--- src/rtl/io_port_if.sv ---
// Core/device-side bus of io_port_responder: IO strobes and read data toward the core,
// plus the TX and RX valid/ready streams toward the device.
interface io_port_if;
  logic [7:0] port_id;
  logic [7:0] io_write_data;
  logic       io_write_strobe;
  logic       io_read_strobe;
  logic [7:0] io_read_data;
  logic [7:0] tx_data;
  logic       tx_valid;
  logic       tx_ready;
  logic [7:0] rx_data;
  logic       rx_valid;
  logic       rx_ready;

  modport master (
    output port_id, io_write_data, io_write_strobe, io_read_strobe,
    output tx_ready, rx_data, rx_valid,
    input  io_read_data, tx_data, tx_valid, rx_ready
  );

  modport slave (
    input  port_id, io_write_data, io_write_strobe, io_read_strobe,
    input  tx_ready, rx_data, rx_valid,
    output io_read_data, tx_data, tx_valid, rx_ready
  );
endinterface

--- src/rtl/io_port_responder.sv ---
// Peripheral responder for the core's INPUT/OUTPUT instructions: output registers, synchronized
// inputs, TX/RX FIFOs and sticky status. Define IO_IRQ_EN to add the irq output and mask at 0xF2.
module io_port_responder #(
  parameter int NUM_OUT_PORTS = 4,
  parameter int NUM_IN_PORTS  = 4,
  parameter int FIFO_DEPTH    = 4
) (
  input  logic                       clk,
  input  logic                       reset,
  io_port_if.slave                   bus,
  output logic [NUM_OUT_PORTS*8-1:0] out_ports,
  input  logic [NUM_IN_PORTS*8-1:0]  in_ports
`ifdef IO_IRQ_EN
  ,
  output logic                       irq
`endif
);

  localparam int AW = $clog2(FIFO_DEPTH);
  typedef logic [AW-1:0] ptr_t;
  typedef logic [AW:0]   cnt_t;
  localparam cnt_t FULL_CNT = cnt_t'(FIFO_DEPTH);

  localparam logic [7:0] ID_FIFO     = 8'hF0;
  localparam logic [7:0] ID_STATUS   = 8'hF1;
`ifdef IO_IRQ_EN
  localparam logic [7:0] ID_IRQ_MASK = 8'hF2;
`endif

  logic [7:0] port_id_q;
  logic [NUM_IN_PORTS*8-1:0]  in_meta, in_sync;
  logic [NUM_OUT_PORTS*8-1:0] out_q;

  logic [7:0] tx_mem [FIFO_DEPTH];
  logic [7:0] rx_mem [FIFO_DEPTH];
  ptr_t tx_wptr, tx_rptr, rx_wptr, rx_rptr;
  cnt_t tx_cnt, rx_cnt;
  logic tx_full, tx_empty, rx_full, rx_empty;
  logic tx_overflow, rx_underflow;

  logic wr_stb, rd_stb;
  logic tx_push_req, tx_push, tx_pop;
  logic rx_pop_req, rx_pop, rx_push;
  logic status_clr;
  logic [7:0] status;
  logic [7:0] rd_data;

  // Strobes arrive one cycle after the port ID they belong to, so decode the delayed ID.
  // NOTE: sequential state uses non-blocking assignments so every flop samples pre-edge values.
  always_ff @(posedge clk) begin
    if (reset) begin
      port_id_q <= '0;
      in_meta   <= '0;
      in_sync   <= '0;
    end else begin
      port_id_q <= bus.port_id;
      in_meta   <= in_ports;
      in_sync   <= in_meta;
    end
  end

  assign tx_full  = (tx_cnt == FULL_CNT);
  assign tx_empty = (tx_cnt == '0);
  assign rx_full  = (rx_cnt == FULL_CNT);
  assign rx_empty = (rx_cnt == '0);

  // A simultaneous read strobe is illegal; the write wins and the read side effect is dropped.
  assign wr_stb      = bus.io_write_strobe;
  assign rd_stb      = bus.io_read_strobe && !bus.io_write_strobe;
  assign tx_push_req = wr_stb && (port_id_q == ID_FIFO);
  assign tx_push     = tx_push_req && !tx_full;
  assign tx_pop      = !tx_empty && bus.tx_ready;
  assign rx_pop_req  = rd_stb && (port_id_q == ID_FIFO);
  assign rx_pop      = rx_pop_req && !rx_empty;
  assign rx_push     = bus.rx_valid && !rx_full;
  assign status_clr  = rd_stb && (port_id_q == ID_STATUS);

  always_ff @(posedge clk) begin
    if (reset) begin
      out_q <= '0;
    end else if (wr_stb) begin
      for (int i = 0; i < NUM_OUT_PORTS; i++) begin
        if (port_id_q == 8'(i)) out_q[i*8 +: 8] <= bus.io_write_data;
      end
    end
  end

  // NOTE: FIFO storage is deliberately not reset; the counts alone define which entries are valid.
  always_ff @(posedge clk) begin
    if (tx_push) tx_mem[tx_wptr] <= bus.io_write_data;
    if (rx_push) rx_mem[rx_wptr] <= bus.rx_data;
  end

  always_ff @(posedge clk) begin
    if (reset) begin
      tx_wptr <= '0;
      tx_rptr <= '0;
      tx_cnt  <= '0;
      rx_wptr <= '0;
      rx_rptr <= '0;
      rx_cnt  <= '0;
    end else begin
      if (tx_push) tx_wptr <= tx_wptr + ptr_t'(1);
      if (tx_pop)  tx_rptr <= tx_rptr + ptr_t'(1);
      tx_cnt <= tx_cnt + cnt_t'(tx_push) - cnt_t'(tx_pop);
      if (rx_push) rx_wptr <= rx_wptr + ptr_t'(1);
      if (rx_pop)  rx_rptr <= rx_rptr + ptr_t'(1);
      rx_cnt <= rx_cnt + cnt_t'(rx_push) - cnt_t'(rx_pop);
    end
  end

  // Setting a sticky error outranks a status-read clear in the same cycle.
  always_ff @(posedge clk) begin
    if (reset) begin
      tx_overflow  <= 1'b0;
      rx_underflow <= 1'b0;
    end else begin
      if (tx_push_req && tx_full)    tx_overflow <= 1'b1;
      else if (status_clr)           tx_overflow <= 1'b0;
      if (rx_pop_req && rx_empty)    rx_underflow <= 1'b1;
      else if (status_clr)           rx_underflow <= 1'b0;
    end
  end

  assign status = {3'b000, rx_underflow, tx_overflow, rx_full, rx_empty, tx_full};

`ifdef IO_IRQ_EN
  logic [7:0] irq_mask;
  logic [2:0] irq_cause;

  assign irq_cause = {tx_overflow | rx_underflow, tx_empty, !rx_empty};

  always_ff @(posedge clk) begin
    if (reset) begin
      irq_mask <= '0;
      irq      <= 1'b0;
    end else begin
      if (wr_stb && (port_id_q == ID_IRQ_MASK)) irq_mask <= bus.io_write_data;
      irq <= |(irq_mask[2:0] & irq_cause);
    end
  end
`endif

  // Read data follows the live EX-stage port ID.
  // NOTE: rd_data gets its default first so no path through this block can infer a latch.
  always_comb begin
    rd_data = 8'h00;
    if (bus.port_id == ID_FIFO) begin
      rd_data = rx_empty ? 8'h00 : rx_mem[rx_rptr];
    end else if (bus.port_id == ID_STATUS) begin
      rd_data = status;
`ifdef IO_IRQ_EN
    end else if (bus.port_id == ID_IRQ_MASK) begin
      rd_data = irq_mask;
`endif
    end else begin
      for (int i = 0; i < NUM_IN_PORTS; i++) begin
        if (bus.port_id == 8'(i)) rd_data = in_sync[i*8 +: 8];
      end
    end
  end

  assign bus.io_read_data = rd_data;
  assign bus.tx_data      = tx_mem[tx_rptr];
  assign bus.tx_valid     = !tx_empty;
  assign bus.rx_ready     = !rx_full;
  assign out_ports        = out_q;

endmodule
--- src/flat_wrapper.sv ---
// flat-port wrapper written by rule: the top's interface ports become plain ports
module io_port_responder_flat 
#(
  parameter int NUM_OUT_PORTS = 4,
  parameter int NUM_IN_PORTS  = 4,
  parameter int FIFO_DEPTH    = 4
)
  (clk, reset, out_ports, in_ports, bus_port_id, bus_io_write_data, bus_io_write_strobe, bus_io_read_strobe, bus_tx_ready, bus_rx_data, bus_rx_valid, bus_io_read_data, bus_tx_data, bus_tx_valid, bus_rx_ready);
  io_port_if bus_i ();
  input  logic clk;
  input  logic reset;
  output logic [NUM_OUT_PORTS*8-1:0] out_ports;
  input  logic [NUM_IN_PORTS*8-1:0] in_ports;
  input wire logic [$bits(bus_i.port_id)-1:0] bus_port_id;
  input wire logic [$bits(bus_i.io_write_data)-1:0] bus_io_write_data;
  input wire logic [$bits(bus_i.io_write_strobe)-1:0] bus_io_write_strobe;
  input wire logic [$bits(bus_i.io_read_strobe)-1:0] bus_io_read_strobe;
  input wire logic [$bits(bus_i.tx_ready)-1:0] bus_tx_ready;
  input wire logic [$bits(bus_i.rx_data)-1:0] bus_rx_data;
  input wire logic [$bits(bus_i.rx_valid)-1:0] bus_rx_valid;
  output wire logic [$bits(bus_i.io_read_data)-1:0] bus_io_read_data;
  output wire logic [$bits(bus_i.tx_data)-1:0] bus_tx_data;
  output wire logic [$bits(bus_i.tx_valid)-1:0] bus_tx_valid;
  output wire logic [$bits(bus_i.rx_ready)-1:0] bus_rx_ready;
  assign bus_i.port_id = bus_port_id;
  assign bus_i.io_write_data = bus_io_write_data;
  assign bus_i.io_write_strobe = bus_io_write_strobe;
  assign bus_i.io_read_strobe = bus_io_read_strobe;
  assign bus_i.tx_ready = bus_tx_ready;
  assign bus_i.rx_data = bus_rx_data;
  assign bus_i.rx_valid = bus_rx_valid;
  assign bus_io_read_data = bus_i.io_read_data;
  assign bus_tx_data = bus_i.tx_data;
  assign bus_tx_valid = bus_i.tx_valid;
  assign bus_rx_ready = bus_i.rx_ready;
  io_port_responder #(.NUM_OUT_PORTS(NUM_OUT_PORTS), .NUM_IN_PORTS(NUM_IN_PORTS), .FIFO_DEPTH(FIFO_DEPTH)) u_core (.clk(clk), .reset(reset), .bus(bus_i), .out_ports(out_ports), .in_ports(in_ports));
endmodule
--- config.mk ---
export PLATFORM = sky130hd
export DESIGN_NAME = io_port_responder_flat
export DESIGN_NICKNAME = d
export VERILOG_FILES = /design/src/rtl/io_port_if.sv /design/src/rtl/io_port_responder.sv /design/src/flat_wrapper.sv
export SDC_FILE = /design/constraint.sdc
export NUM_CORES = 1
export LEC_CHECK = 0
export BUFFER_PORTS_ARGS = -buffer_cell sky130_fd_sc_hd__buf_2
export CORE_UTILIZATION = 31
export DETAILED_ROUTE_END_ITERATION = 7
export PLACE_DENSITY = 0.51
export SLEW_MARGIN = 20
export SYNTH_ARGS = -nofsm -noshare
export SYNTH_HDL_FRONTEND = slang
export SYNTH_SLANG_ARGS = --single-unit
--- constraint.sdc ---
create_clock -name clk -period 2.7 [get_ports clk]
set_input_delay 0.81 -clock clk [delete_from_list [all_inputs] [get_ports clk]]
set_output_delay 0.81 -clock clk [all_outputs]
set_load 0.05 [all_outputs]
==> flow_metrics.env <==
export IMPL_critPathRequiredTime_ns=1.89
export IMPL_hold_class="reg -> reg"
export IMPL_final_common_cell="dfxtp_1"
export IMPL_worst_pin_slew_ns=0.585
export IMPL_netlist_area_um2=6870
export IMPL_drtPass1Iterations=4
export IMPL_fmax_ghz=0.340
export IMPL_power_leakage_uw=0.00361
export IMPL_netlist_cell_type_count=44
export IMPL_cpPeakStageDelay_ns=0.32
export IMPL_htreeDepth=4
export IMPL_arrival_ns=2.13
export IMPL_rows=54
export IMPL_hold_violations=0
export IMPL_multi_input_area_um2=2430
export IMPL_portBuffers=111
export IMPL_cp_end_kind="output pin"
export IMPL_antenna_found_initial=0
export IMPL_synth_area_top_cells="dfxtp_1 36%, edfxtp_1 28%, nor2b_1 7.2%"
export IMPL_layout_nets=752
export IMPL_synth_seq_cells=188
export IMPL_ys_seq_area_share_pct=64.1
export IMPL_core_um2=21800
export IMPL_syn_nets=614
export IMPL_drt_iter0_drc=213
export IMPL_peakVddDrop_uv=430
export IMPL_drtAntennaViolNets=0
export IMPL_pin_count=112
export IMPL_cp_max_fo=4
export IMPL_yosysTopAreaCellShare_pct=36.1
export IMPL_syn_area_per_cell_um2=12.8
export IMPL_fin_crit_ns=2.94
export IMPL_cts_hold_buf=0
export IMPL_critPathKind="in -> out"
export IMPL_yosys_area_share_simple_pct=15.0
export IMPL_drc_errors=0
export IMPL_power_uw=6790
export IMPL_yosysWarnings=0
export IMPL_slew_violations=0
export IMPL_rsz0062_at_grt="yes"
export IMPL_critPathBufInv=3
export IMPL_met3_usage_pct=4.16
export IMPL_cts_root_buf="clkbuf_16"
export IMPL_grt_pass1_wl_mm=24.1
export IMPL_die_width_um=151
export IMPL_vias=4393
export IMPL_routed_wl_mm=15.3
export IMPL_fp_dieH_um=151
export IMPL_synth_edff_count=64
export IMPL_maxSlewHeadroom_pct=61.0
export IMPL_vias_per_cell=4.53
export IMPL_min_period_over_period_pct=109
export IMPL_worst_path_max_delay_cell="nor4_4"
export IMPL_maxCapViolCount=0
export IMPL_dp_hpwl_mm=11.2
export IMPL_clkTransAtPathRegs_ns=0.08
export IMPL_place_ws_ns=-0.432
export IMPL_synth_compound_area_share_pct=4.72
export IMPL_worst_slack_ns=-0.238
export IMPL_fp_dieArea_um2=22800
export IMPL_holdWs_ns=0.438
export IMPL_muxShareOfSynthArea_pct=9.33
export IMPL_clockBufferDepth=2
export IMPL_layout_common_cells="124 x dfxtp_1, 100 x buf_2, 79 x nor2b_1, 64 x edfxtp_1, 41 x nor2_1"
export IMPL_antenna_cells=0
export IMPL_globalplace_congestion=0.845
export IMPL_dpl_instance_area_um2=8030
export IMPL_path_cells="buf_8 -> nor4_4 -> and2_4 -> buf_12 -> a21oi_2 -> o32a_1 -> o22ai_4 -> buf_6"
export IMPL_grt_max_degree=54
export IMPL_clock_skew_ns=0.0138
export IMPL_grtUsageMet2_pct=24.5
export IMPL_synth_xor_area_share_pct=1.28
export IMPL_register_area_um2=4400
export IMPL_area_growth_pct=28.3
export IMPL_grt_ovfl_total=0
export IMPL_n_fill_cell=2073
export IMPL_numCtsBuffers=17
export IMPL_tritoncts="done"
export IMPL_synthArstFlopShare_pct=0
export IMPL_status="complete, but fails checks"
export IMPL_use_met1_pct=17.0
export IMPL_syn_inst=538
export IMPL_drive_gt1_share_pct=31.9
export IMPL_clk_latency_ns=0.43
export IMPL_synthFlopType="dfxtp_1"
export IMPL_grt_pass1_vias=4596
export IMPL_postLayoutCoreUtil_pct=40.5
export IMPL_p_per_area_nw_per_um2=770
export IMPL_synth_fa_ha_area_share_pct=2.77
export IMPL_critical_path_top_delay_family="simple AND/OR/NAND/NOR gates"
export IMPL_track_usage_pct=14.3
export IMPL_wl_per_cell_um=15.8
export IMPL_initial_core_util_pct=31.6
export IMPL_fin_area_um2=8810
export IMPL_cts_sinks=188
export IMPL_critPathLaunchType="input port"
export IMPL_synth_top_family_by_area="simple AND/OR/NAND/NOR gates"
export IMPL_violations="negative setup slack"
export IMPL_grt_busiest_layer="met2"
export IMPL_setup_viol=8
export IMPL_yosys_area_top_type="dfxtp_1"
-- flip-flops by register name, summed over array words and instances, names as in the netlist, named ones only --
signal / count
u_core.tx_overflow: 1
u_core.tx_mem: 32
u_core.rx_rptr: 2
u_core.tx_wptr: 2
u_core.rx_wptr: 2
u_core.rx_cnt: 3
u_core.tx_rptr: 2
u_core.rx_underflow: 1
u_core.port_id_q: 8
u_core.in_meta: 32
u_core.tx_cnt: 3
u_core.rx_mem: 32
u_core.out_ports: 32
u_core.in_sync: 32
-- repair_timing --
item,in CTS,in global routing
setup endpoints to repair,8,8
buffers inserted,2,0
cloned,0,0
pin swaps,17,4
gates resized for setup,36,1
-- power breakdown --
group	internal [uW]	switching (uW)	leakage, uW
Clock	1380	1190	0.000306
Combinational	395	656	0.00170
Sequential	3090	80.1	0.00160
-- stage by stage --
| stage | TNS, ns | std cells |
|---|---|---|
| after global routing | -2.27 | 969 |
| after CTS | -1.69 | 969 |
| final | -1.72 | 969 |
| after detailed placement | -3.25 | 935 |
| after floorplan | -1.05 | 538 |
| after global placement | -3.00 | 935 |
-- cell families (layout without fill, tap and decap cells) --
kind of cell | Yosys count | count (layout)
AO/OA/AOI/OAI | 54 | 54
XOR/XNOR | 10 | 10
adder cells (fa/ha/maj) | 14 | 14
buffers and inverters | 45 | 196
flip-flops | 188 | 188
multiplexers | 44 | 44
AND/OR/NAND/NOR | 183 | 183
-- cell type report --
class	instances	area share, %
multi-input cells	305	27.6
inverters	20	0.852
clock inverters	15	2.24
flip-flops and latches	188	50.0
well taps	280	3.97
clock buffers	17	4.83
repair buffers	144	10.5
-- cells in the mapped netlist, types with 3 or more instances --
cell / count
o21ai_1: 3
o211ai_1: 3
inv_1: 20
mux2i_1: 28
mux4_2: 16
and2_1: 8
nor2_1: 42
o22ai_1: 9
a21oi_1: 25
nor2b_1: 79
xnor2_1: 7
dfxtp_1: 124
o32a_1: 5
and3_1: 5
buf_2: 6
nand3_1: 11
clkbuf_1: 16
nand4_1: 3
ha_1: 12
o21ai_0: 6
xor2_1: 3
nand2_1: 16
edfxtp_1: 64
-- final timing paths --
check / start / endpoint / slack [ns] / depth (start not counted)
worst min-delay path: u_core.in_meta[23] / u_core.in_sync[23] / 0.44 / 1
worst max register to register: u_core.port_id_q[1] / u_core.rx_cnt[2] / 0.34 / 10
worst max-delay path: bus_port_id[6] / bus_io_read_data[3] / -0.24 / 8
worst min register to register: u_core.in_meta[23] / u_core.in_sync[23] / 0.44 / 1
-- routing by layer --
metal	vias to the layer above	wire length, um
met2	134	7580
met5	-	0
li1	2146	-
met1	2094	6610
met3	19	843
met4	0	275
Power figures use the tool's default switching activity.
